## config.mk

```make
export PLATFORM = sky130hd
export DESIGN_NAME = i2c_slave_reg_bridge
export DESIGN_NICKNAME = d
export VERILOG_FILES = /design/src/rtl/i2c_slave_reg_bridge.sv
export SDC_FILE = /design/constraint.sdc
export NUM_CORES = 1
export LEC_CHECK = 0
export ABC_AREA = 1
export BUFFER_PORTS_ARGS = -buffer_cell sky130_fd_sc_hd__buf_2
export CELL_PAD_IN_SITES_DETAIL_PLACEMENT = 0
export CELL_PAD_IN_SITES_GLOBAL_PLACEMENT = 2
export CORE_ASPECT_RATIO = 0.75
export CORE_MARGIN = 2
export CORE_UTILIZATION = 34
export CTS_CLUSTER_SIZE = 8
export DETAILED_ROUTE_END_ITERATION = 16
export GPL_TIMING_DRIVEN = 0
export PLACE_DENSITY = 0.86
export SYNTH_ARGS = -nofsm -noshare
export SYNTH_HDL_FRONTEND = slang
export SYNTH_SLANG_ARGS = --single-unit
```

## constraint.sdc

```tcl
create_clock -name clk -period 2 [get_ports clk]
set_input_delay 0.1 -clock clk [delete_from_list [all_inputs] [get_ports clk]]
set_output_delay 0.1 -clock clk [all_outputs]
set_load 0.01 [all_outputs]
```

## src/rtl/i2c_slave_reg_bridge.sv

```systemverilog
// ---------------------------------------------------------------------------
// i2c_slave_reg_bridge
//
// I2C slave that maps bus transactions onto a parallel register interface.
// Write transfer: [addr/W] [pointer] [data]* -> one wr_strb per data byte,
// pointer auto-increments. Read transfer: [addr/R] [data]* from rd_data at
// rd_addr, pointer increments on every master ACK. The pointer persists
// across transactions. SCL is never stretched; SDA is only ever pulled low.
//
// Ports
//   clk, rst_n          system clock (>= 20x SCL), async active-low reset
//   scl_i/scl_o/scl_t   SCL pad: level in, constant 0 out, always released
//   sda_i/sda_o/sda_t   SDA pad: level in, constant 0 out, 0 = pull low
//   wr_strb             one-clk write pulse, wr_addr/wr_data valid with it
//   rd_addr/rd_data     current pointer and the fabric data at it
//   busy                high from an address match until STOP
// ---------------------------------------------------------------------------
module i2c_slave_reg_bridge #(
    parameter logic [6:0] I2C_ADDR = 7'h3C,
    parameter int         AW       = 8,
    parameter int         FILT_LEN = 4
) (
    input  logic          clk,
    input  logic          rst_n,
    input  logic          scl_i,
    output logic          scl_o,
    output logic          scl_t,
    input  logic          sda_i,
    output logic          sda_o,
    output logic          sda_t,
    output logic          wr_strb,
    output logic [AW-1:0] wr_addr,
    output logic [7:0]    wr_data,
    output logic [AW-1:0] rd_addr,
    input  logic [7:0]    rd_data,
    output logic          busy
);

    localparam int            CW      = (FILT_LEN > 1) ? $clog2(FILT_LEN) : 1;
    localparam logic [CW-1:0] CNT_MAX = CW'(FILT_LEN - 1);

    typedef enum logic [3:0] {
        S_IDLE, S_ADDR, S_ADDR_ACK, S_PTR, S_PTR_ACK,
        S_WR_DATA, S_WR_ACK, S_RD_DATA, S_RD_ACK
    } state_t;

    // 2-FF synchronisers
    logic r_scl_p0, r_scl_p1, r_sda_p0, r_sda_p1;
    // glitch filters and previous filtered level for edge detection
    logic          r_scl_f, r_sda_f, r_scl_q, r_sda_q;
    logic [CW-1:0] r_scl_cnt, r_sda_cnt;

    state_t        r_state;
    logic [2:0]    r_bitcnt;
    logic [6:0]    r_shift;
    logic [6:0]    r_rd_shift;
    logic          r_rw;
    logic          r_ack_drv;
    logic          r_mack;
    logic [AW-1:0] r_ptr;
    logic          r_ptr_inc;
    logic          r_sda_t;
    logic          r_busy;
    logic          r_wr_strb;
    logic [AW-1:0] r_wr_addr;
    logic [7:0]    r_wr_data;

    logic       w_scl_rise, w_scl_fall, w_sda_rise, w_sda_fall;
    logic       w_start, w_stop;
    logic [7:0] w_byte;

    // ---- stage: synchronise ----
    always_ff @(posedge clk or negedge rst_n) begin
        if (!rst_n) begin
            r_scl_p0 <= 1'b1;
            r_scl_p1 <= 1'b1;
            r_sda_p0 <= 1'b1;
            r_sda_p1 <= 1'b1;
        end else begin
            r_scl_p0 <= scl_i;
            r_scl_p1 <= r_scl_p0;
            r_sda_p0 <= sda_i;
            r_sda_p1 <= r_sda_p0;
        end
    end

    // ---- stage: filter ----
    // A new level is accepted only after FILT_LEN consecutive samples of it;
    // any sample back at the old level restarts the count.
    always_ff @(posedge clk or negedge rst_n) begin
        if (!rst_n) begin
            r_scl_f   <= 1'b1;
            r_scl_cnt <= '0;
        end else if (r_scl_p1 == r_scl_f) begin
            r_scl_cnt <= '0;
        end else if (r_scl_cnt == CNT_MAX) begin
            r_scl_f   <= r_scl_p1;
            r_scl_cnt <= '0;
        end else begin
            r_scl_cnt <= r_scl_cnt + 1'b1;
        end
    end

    always_ff @(posedge clk or negedge rst_n) begin
        if (!rst_n) begin
            r_sda_f   <= 1'b1;
            r_sda_cnt <= '0;
        end else if (r_sda_p1 == r_sda_f) begin
            r_sda_cnt <= '0;
        end else if (r_sda_cnt == CNT_MAX) begin
            r_sda_f   <= r_sda_p1;
            r_sda_cnt <= '0;
        end else begin
            r_sda_cnt <= r_sda_cnt + 1'b1;
        end
    end

    // ---- stage: edge detect ----
    always_ff @(posedge clk or negedge rst_n) begin
        if (!rst_n) begin
            r_scl_q <= 1'b1;
            r_sda_q <= 1'b1;
        end else begin
            r_scl_q <= r_scl_f;
            r_sda_q <= r_sda_f;
        end
    end

    assign w_scl_rise = r_scl_f & ~r_scl_q;
    assign w_scl_fall = ~r_scl_f & r_scl_q;
    assign w_sda_rise = r_sda_f & ~r_sda_q;
    assign w_sda_fall = ~r_sda_f & r_sda_q;
    // SCL must have been high on both sides of the SDA edge
    assign w_start    = w_sda_fall & r_scl_f & r_scl_q;
    assign w_stop     = w_sda_rise & r_scl_f & r_scl_q;
    // byte completed by the bit sampled on the current rise
    assign w_byte     = {r_shift, r_sda_f};

    // ---- stage: protocol FSM ----
    always_ff @(posedge clk or negedge rst_n) begin
        if (!rst_n) begin
            r_state    <= S_IDLE;
            r_bitcnt   <= '0;
            r_shift    <= '0;
            r_rd_shift <= '0;
            r_rw       <= 1'b0;
            r_ack_drv  <= 1'b0;
            r_mack     <= 1'b0;
            r_ptr      <= '0;
            r_ptr_inc  <= 1'b0;
            r_sda_t    <= 1'b1;
            r_busy     <= 1'b0;
            r_wr_strb  <= 1'b0;
            r_wr_addr  <= '0;
            r_wr_data  <= '0;
        end else begin
            r_wr_strb <= 1'b0;
            r_ptr_inc <= 1'b0;
            // post-write increment lands the clk after wr_strb
            if (r_ptr_inc) begin
                r_ptr <= r_ptr + 1'b1;
            end

            // bus conditions override any byte in progress
            if (w_stop) begin
                r_state   <= S_IDLE;
                r_sda_t   <= 1'b1;
                r_busy    <= 1'b0;
                r_ack_drv <= 1'b0;
                r_mack    <= 1'b0;
            end else if (w_start) begin
                r_state   <= S_ADDR;
                r_bitcnt  <= '0;
                r_sda_t   <= 1'b1;
                r_ack_drv <= 1'b0;
                r_mack    <= 1'b0;
            end else begin
                case (r_state)
                    S_IDLE: begin
                    end

                    S_ADDR: begin
                        if (w_scl_rise) begin
                            r_shift  <= w_byte[6:0];
                            r_bitcnt <= r_bitcnt + 1'b1;
                            if (r_bitcnt == 3'd7) begin
                                if (w_byte[7:1] == I2C_ADDR) begin
                                    r_state <= S_ADDR_ACK;
                                    r_rw    <= w_byte[0];
                                    r_busy  <= 1'b1;
                                end else begin
                                    r_state <= S_IDLE;
                                end
                            end
                        end
                    end

                    // First fall after the byte starts the ACK bit, the
                    // next fall ends it.
                    S_ADDR_ACK, S_PTR_ACK, S_WR_ACK: begin
                        if (w_scl_fall) begin
                            if (!r_ack_drv) begin
                                r_sda_t   <= 1'b0;
                                r_ack_drv <= 1'b1;
                            end else begin
                                r_ack_drv <= 1'b0;
                                r_bitcnt  <= '0;
                                if (r_state == S_ADDR_ACK && r_rw) begin
                                    r_rd_shift <= rd_data[6:0];
                                    r_sda_t    <= rd_data[7];
                                    r_state    <= S_RD_DATA;
                                end else begin
                                    r_sda_t <= 1'b1;
                                    r_state <= (r_state == S_ADDR_ACK) ? S_PTR : S_WR_DATA;
                                end
                            end
                        end
                    end

                    S_PTR: begin
                        if (w_scl_rise) begin
                            r_shift  <= w_byte[6:0];
                            r_bitcnt <= r_bitcnt + 1'b1;
                            if (r_bitcnt == 3'd7) begin
                                r_ptr   <= AW'(w_byte);
                                r_state <= S_PTR_ACK;
                            end
                        end
                    end

                    S_WR_DATA: begin
                        if (w_scl_rise) begin
                            r_shift  <= w_byte[6:0];
                            r_bitcnt <= r_bitcnt + 1'b1;
                            if (r_bitcnt == 3'd7) begin
                                r_wr_strb <= 1'b1;
                                r_wr_addr <= r_ptr;
                                r_wr_data <= w_byte;
                                r_ptr_inc <= 1'b1;
                                r_state   <= S_WR_ACK;
                            end
                        end
                    end

                    // MSB was put out at the entering fall; the remaining
                    // seven bits follow on falls, a '1' simply releases SDA.
                    S_RD_DATA: begin
                        if (w_scl_fall) begin
                            if (r_bitcnt == 3'd7) begin
                                r_sda_t  <= 1'b1;
                                r_bitcnt <= '0;
                                r_mack   <= 1'b0;
                                r_state  <= S_RD_ACK;
                            end else begin
                                r_sda_t    <= r_rd_shift[6];
                                r_rd_shift <= {r_rd_shift[5:0], 1'b0};
                                r_bitcnt   <= r_bitcnt + 1'b1;
                            end
                        end
                    end

                    S_RD_ACK: begin
                        if (w_scl_rise) begin
                            if (!r_sda_f) begin
                                r_ptr  <= r_ptr + 1'b1;
                                r_mack <= 1'b1;
                            end else begin
                                r_state <= S_IDLE;
                            end
                        end else if (w_scl_fall && r_mack) begin
                            r_mack     <= 1'b0;
                            r_rd_shift <= rd_data[6:0];
                            r_sda_t    <= rd_data[7];
                            r_bitcnt   <= '0;
                            r_state    <= S_RD_DATA;
                        end
                    end

                    default: begin
                        r_state <= S_IDLE;
                        r_sda_t <= 1'b1;
                    end
                endcase
            end
        end
    end

    assign scl_o   = 1'b0;
    assign scl_t   = 1'b1;
    assign sda_o   = 1'b0;
    assign sda_t   = r_sda_t;
    assign wr_strb = r_wr_strb;
    assign wr_addr = r_wr_addr;
    assign wr_data = r_wr_data;
    assign rd_addr = r_ptr;
    assign busy    = r_busy;

endmodule
```

==> results.toml <==
[yosys]
yosys.area_share.xor_xnor = 0.01481
fraction_of_synthesis_flops_using_an_asynchronous_set_or_reset_pin = 1.000
syn-instance-count = 476
synth-compound-area-share = 0.08677
yosys-top-cells-area = "dfrtp_1 38%, nand2_1 17%, dfstp_2 6.7%"
synth_sequential_area_ratio = 0.4476
mean_cell_area_of_the_mapped_netlist_um2 = 7.452
synth-warning-count = 0
post_synth_fa_ha_maj_area_fraction = 0.01764
synth_top_cell_by_area = "dfrtp_1"
synth-edff-count = 0
synthesis.area_mm2 = 0.003547
yosys.area_share.simple = 0.3510
synth-seq-cells = 63
yosys-mux-area-fraction = 0
synthDominantCellAreaShare = 0.3810
synth_cell_types = 39
synth-main-ff-cell = "dfrtp_1"
dominant_combinational_cell_family_by_area_after_synthesis = "simple AND/OR/NAND/NOR gates"

[floorplan]
die_w_um = 121.9
dieArea_mm2 = 0.01127
fp-row-count = 32
fp.coreArea_mm2 = 0.01021
start_util = 0.3474
die_h_um = 92.46
pin_count = 42

[route]
violation_count_after_the_first_detailed_route_iteration = 192
postRouteWirelength_mm = 9.228
route.detailed.drc = 0
detail_route.vias_per_cell = 4.799
first_pass_iters = 4
post_drt_wl_per_cell_um = 13.75
route.antenna.remaining_nets = 0
routed-via-count = 3220

[timing]
setup-violations-final = 0
finalCriticalPeriod_ps = 1818
setup_repair_after_global_routing_missed_its_margin = "false"
worst_clock_skew_ps = 6.058
setup_total_negative_slack_ps = 0
timing.final.hold_violations = 0
fmax_ghz = 0.5500
slew_viol_final = 0
fin_crit_sh = 0.9091
max_slew.worst_pin.slew_ps = 808.5
max_slew_margin = 0.4610

[finish]
area.growth.synth_to_final_pct = 19.68
finalInstanceArea_mm2 = 0.004245
num-fill-cells = 1078
num-nets-final = 547
num_antenna_cells = 0
drive_gt1_frac = 0.2019

[min_path]
hold_path.class = "in2reg"

[setup_path]
cp_startpoint_kind = "flop"
critical_path_arrival_ps = 2030
critical-path-top-delay-family = "buffers and inverters"
timing.critical_path.to_type = "flop"
worst-path-max-fanout = 10
timing.critical_path.cells = "ha_1, ha_1, inv_2, nor2_4, inv_2, nor2_4, inv_1, buf_2, nand2_1, o21ai_0"
critical_path.max_stage_delay_ps = 370
critical_path.n_buffers_inverters = 4
crit_required_ps = 2210
critPathKind = "reg2reg"
crit_slowest_cell = "dfrtp_1"

[power_and_ir_drop]
power.share.clock = 0.406
p_sw_w = 0.001096
power_w = 0.003569
power_density_mw_per_mm2 = 840.7
peakVddDrop_v = 0.0004529
power.switching_fraction = 0.3071
p_comb_frac = 0.171
power.leakage_nw = 2.122
seqPwrFrac = 0.423
internal_power_w = 0.002473

[placed_design]
placement.cell_area_mm2 = 0.003914
gp_routability_congestion = 0.8420
place_hpwl_mm = 6.800
port_buffers = 38

[global_route]
antenna_found_initial = 0
grt_start_max_net_pins = 64
global_route.usage.total = 0.1797
grt_first_pass_wirelength_mm = 15.63
globalRouteOverflowTotal = 0
first_global_vias = 3000

[cts]
cts_tree = "built"
total_cts_buffers = 9
worst_skew_pair.late_latency_ps = 330
cell_at_the_root_of_the_clock_tree = "clkbuf_16"
clock_path_buffers = 2
htree_num_levels = 3
clk_pin_slew_worst_paths_ps = 50
tritoncts_num_sinks = 63

[run_status]
run_status = "finished, final reports clean"

[job]
max_cap_violations = 0
cell usage in the layout, fill, tap and decap left out, types with 2 or more instances in the layout:
| cell | count |
|---|---|
| a21oi_1 | 14 |
| buf_2 | 45 |
| buf_4 | 7 |
| clkbuf_1 | 2 |
| clkbuf_16 | 9 |
| clkinvlp_4 | 4 |
| conb_1 | 3 |
| dfrtp_1 | 54 |
| dfstp_2 | 9 |
| dlygate4sd3_1 | 3 |
| ha_1 | 5 |
| inv_1 | 46 |
| inv_2 | 7 |
| nand2_1 | 160 |
| nand2_2 | 7 |
| nand3_1 | 40 |
| nand3b_1 | 5 |
| nand4_1 | 9 |
| nand4_4 | 2 |
| nor2_1 | 29 |
| nor2_2 | 6 |
| nor2_4 | 5 |
| nor3_1 | 6 |
| o21ai_0 | 27 |
| o21ai_1 | 8 |
| o21ai_2 | 2 |
| xnor2_1 | 2 |
| xor2_1 | 4 |
worst paths after layout:
path / startpoint / endpoint / slack [ps] / cells past startpoint
max: r_bitcnt[0] / wr_addr[6] / 180 / 10
min: rd_data[0] / r_rd_shift[0] / 100 / 4
max reg2reg: r_bitcnt[0] / wr_addr[6] / 180 / 10
min reg2reg: r_scl_p0 / r_scl_p1 / 350 / 0
max in group asynchronous: rst_n / r_rd_shift[5] / 1060 / 2
min in group asynchronous: rst_n / rd_addr[6] / 400 / 2
worst register-to-register path, cell delays in order (launching register included):
cell,delay [ps]
dfrtp_1,370
ha_1,170
ha_1,230
inv_2,110
nor2_4,150
inv_2,100
nor2_4,150
inv_1,70
buf_2,200
nand2_1,70
o21ai_0,80
per-stage QoR:
step,hold slack (ps),util,std cells,worst slack [ps]
global route,107.3,0.4158,671,18.42
floorplan,-195.6,-,477,438.4
finish,97.11,0.4158,671,181.8
CTS,89.43,0.4135,670,106.7
global placement,204.8,0.3831,651,113.5
detailed placement,206.2,0.3833,651,117.1
per-layer routing:
metal  vias up  global-route usage  part of all wire
met2        60              0.2407              0.40
met5         -                   0                 0
met3         8             0.04064             0.044
met1      1522              0.2834              0.55
li1       1630                   -                 -
met4         0             0.04885             0.010
synthesized netlist by cell type, types with 6 or more instances:
library cell	count
nand2_1	161
nand2_2	6
dfrtp_1	54
o21ai_1	8
nor2_1	31
nand3_1	40
buf_2	8
nor3_1	6
inv_1	47
dfstp_2	9
nand4_1	9
a21oi_1	14
o21ai_0	27
kinds of logic after synthesis:
family | Yosys count
fa+ha+maj | 5
simple gates | 275
other cells | 2
compound gates | 57
buf+inv | 68
xor+xnor | 6
flops | 63
flip-flops by register name, indices dropped and copies added, names as in the netlist, 2 cells and up:
| signal | cells |
|---|---|
| wr_data | 8 |
| r_rd_shift | 7 |
| r_sda_cnt | 2 |
| rd_addr | 8 |
| r_bitcnt | 3 |
| r_state | 4 |
| r_scl_cnt | 2 |
| wr_addr | 8 |
| r_shift | 7 |
power groups by stage:
| stage | combinational (W) | clock [W] | sequential, W |
|---|---|---|---|
| finish | 0.000610 | 0.00145 | 0.00151 |
| detailed placement | 0.000604 | 0 | 0.00154 |
| global route | 0.000695 | 0.00156 | 0.00153 |
| CTS | 0.000613 | 0.00150 | 0.00151 |
| floorplan | 0.000428 | 0 | 0.00152 |
| global placement | 0.000598 | 0 | 0.00153 |
layout make-up:
class / count / area (um^2) / area share
Tap cell: 136 / 170.2 / 0.04008
Multi-Input combinational cell: 346 / 1695 / 0.3994
Inverter: 54 / 202.7 / 0.04775
Sequential cell: 63 / 1588 / 0.3740
Clock inverter: 5 / 35.03 / 0.008252
Buffer: 14 / 81.33 / 0.01916
Timing Repair Buffer: 42 / 230.2 / 0.05423
Clock buffer: 11 / 242.7 / 0.05718
what timing repair did:
item	4_1_cts	5_1_grt
hold buffers	3	0
setup buffers	0	1
endpoints found under the hold margin	56	0
gates resized for setup	0	6
endpoints found under the setup margin	0	23
Power figures use the tool's default switching activity.
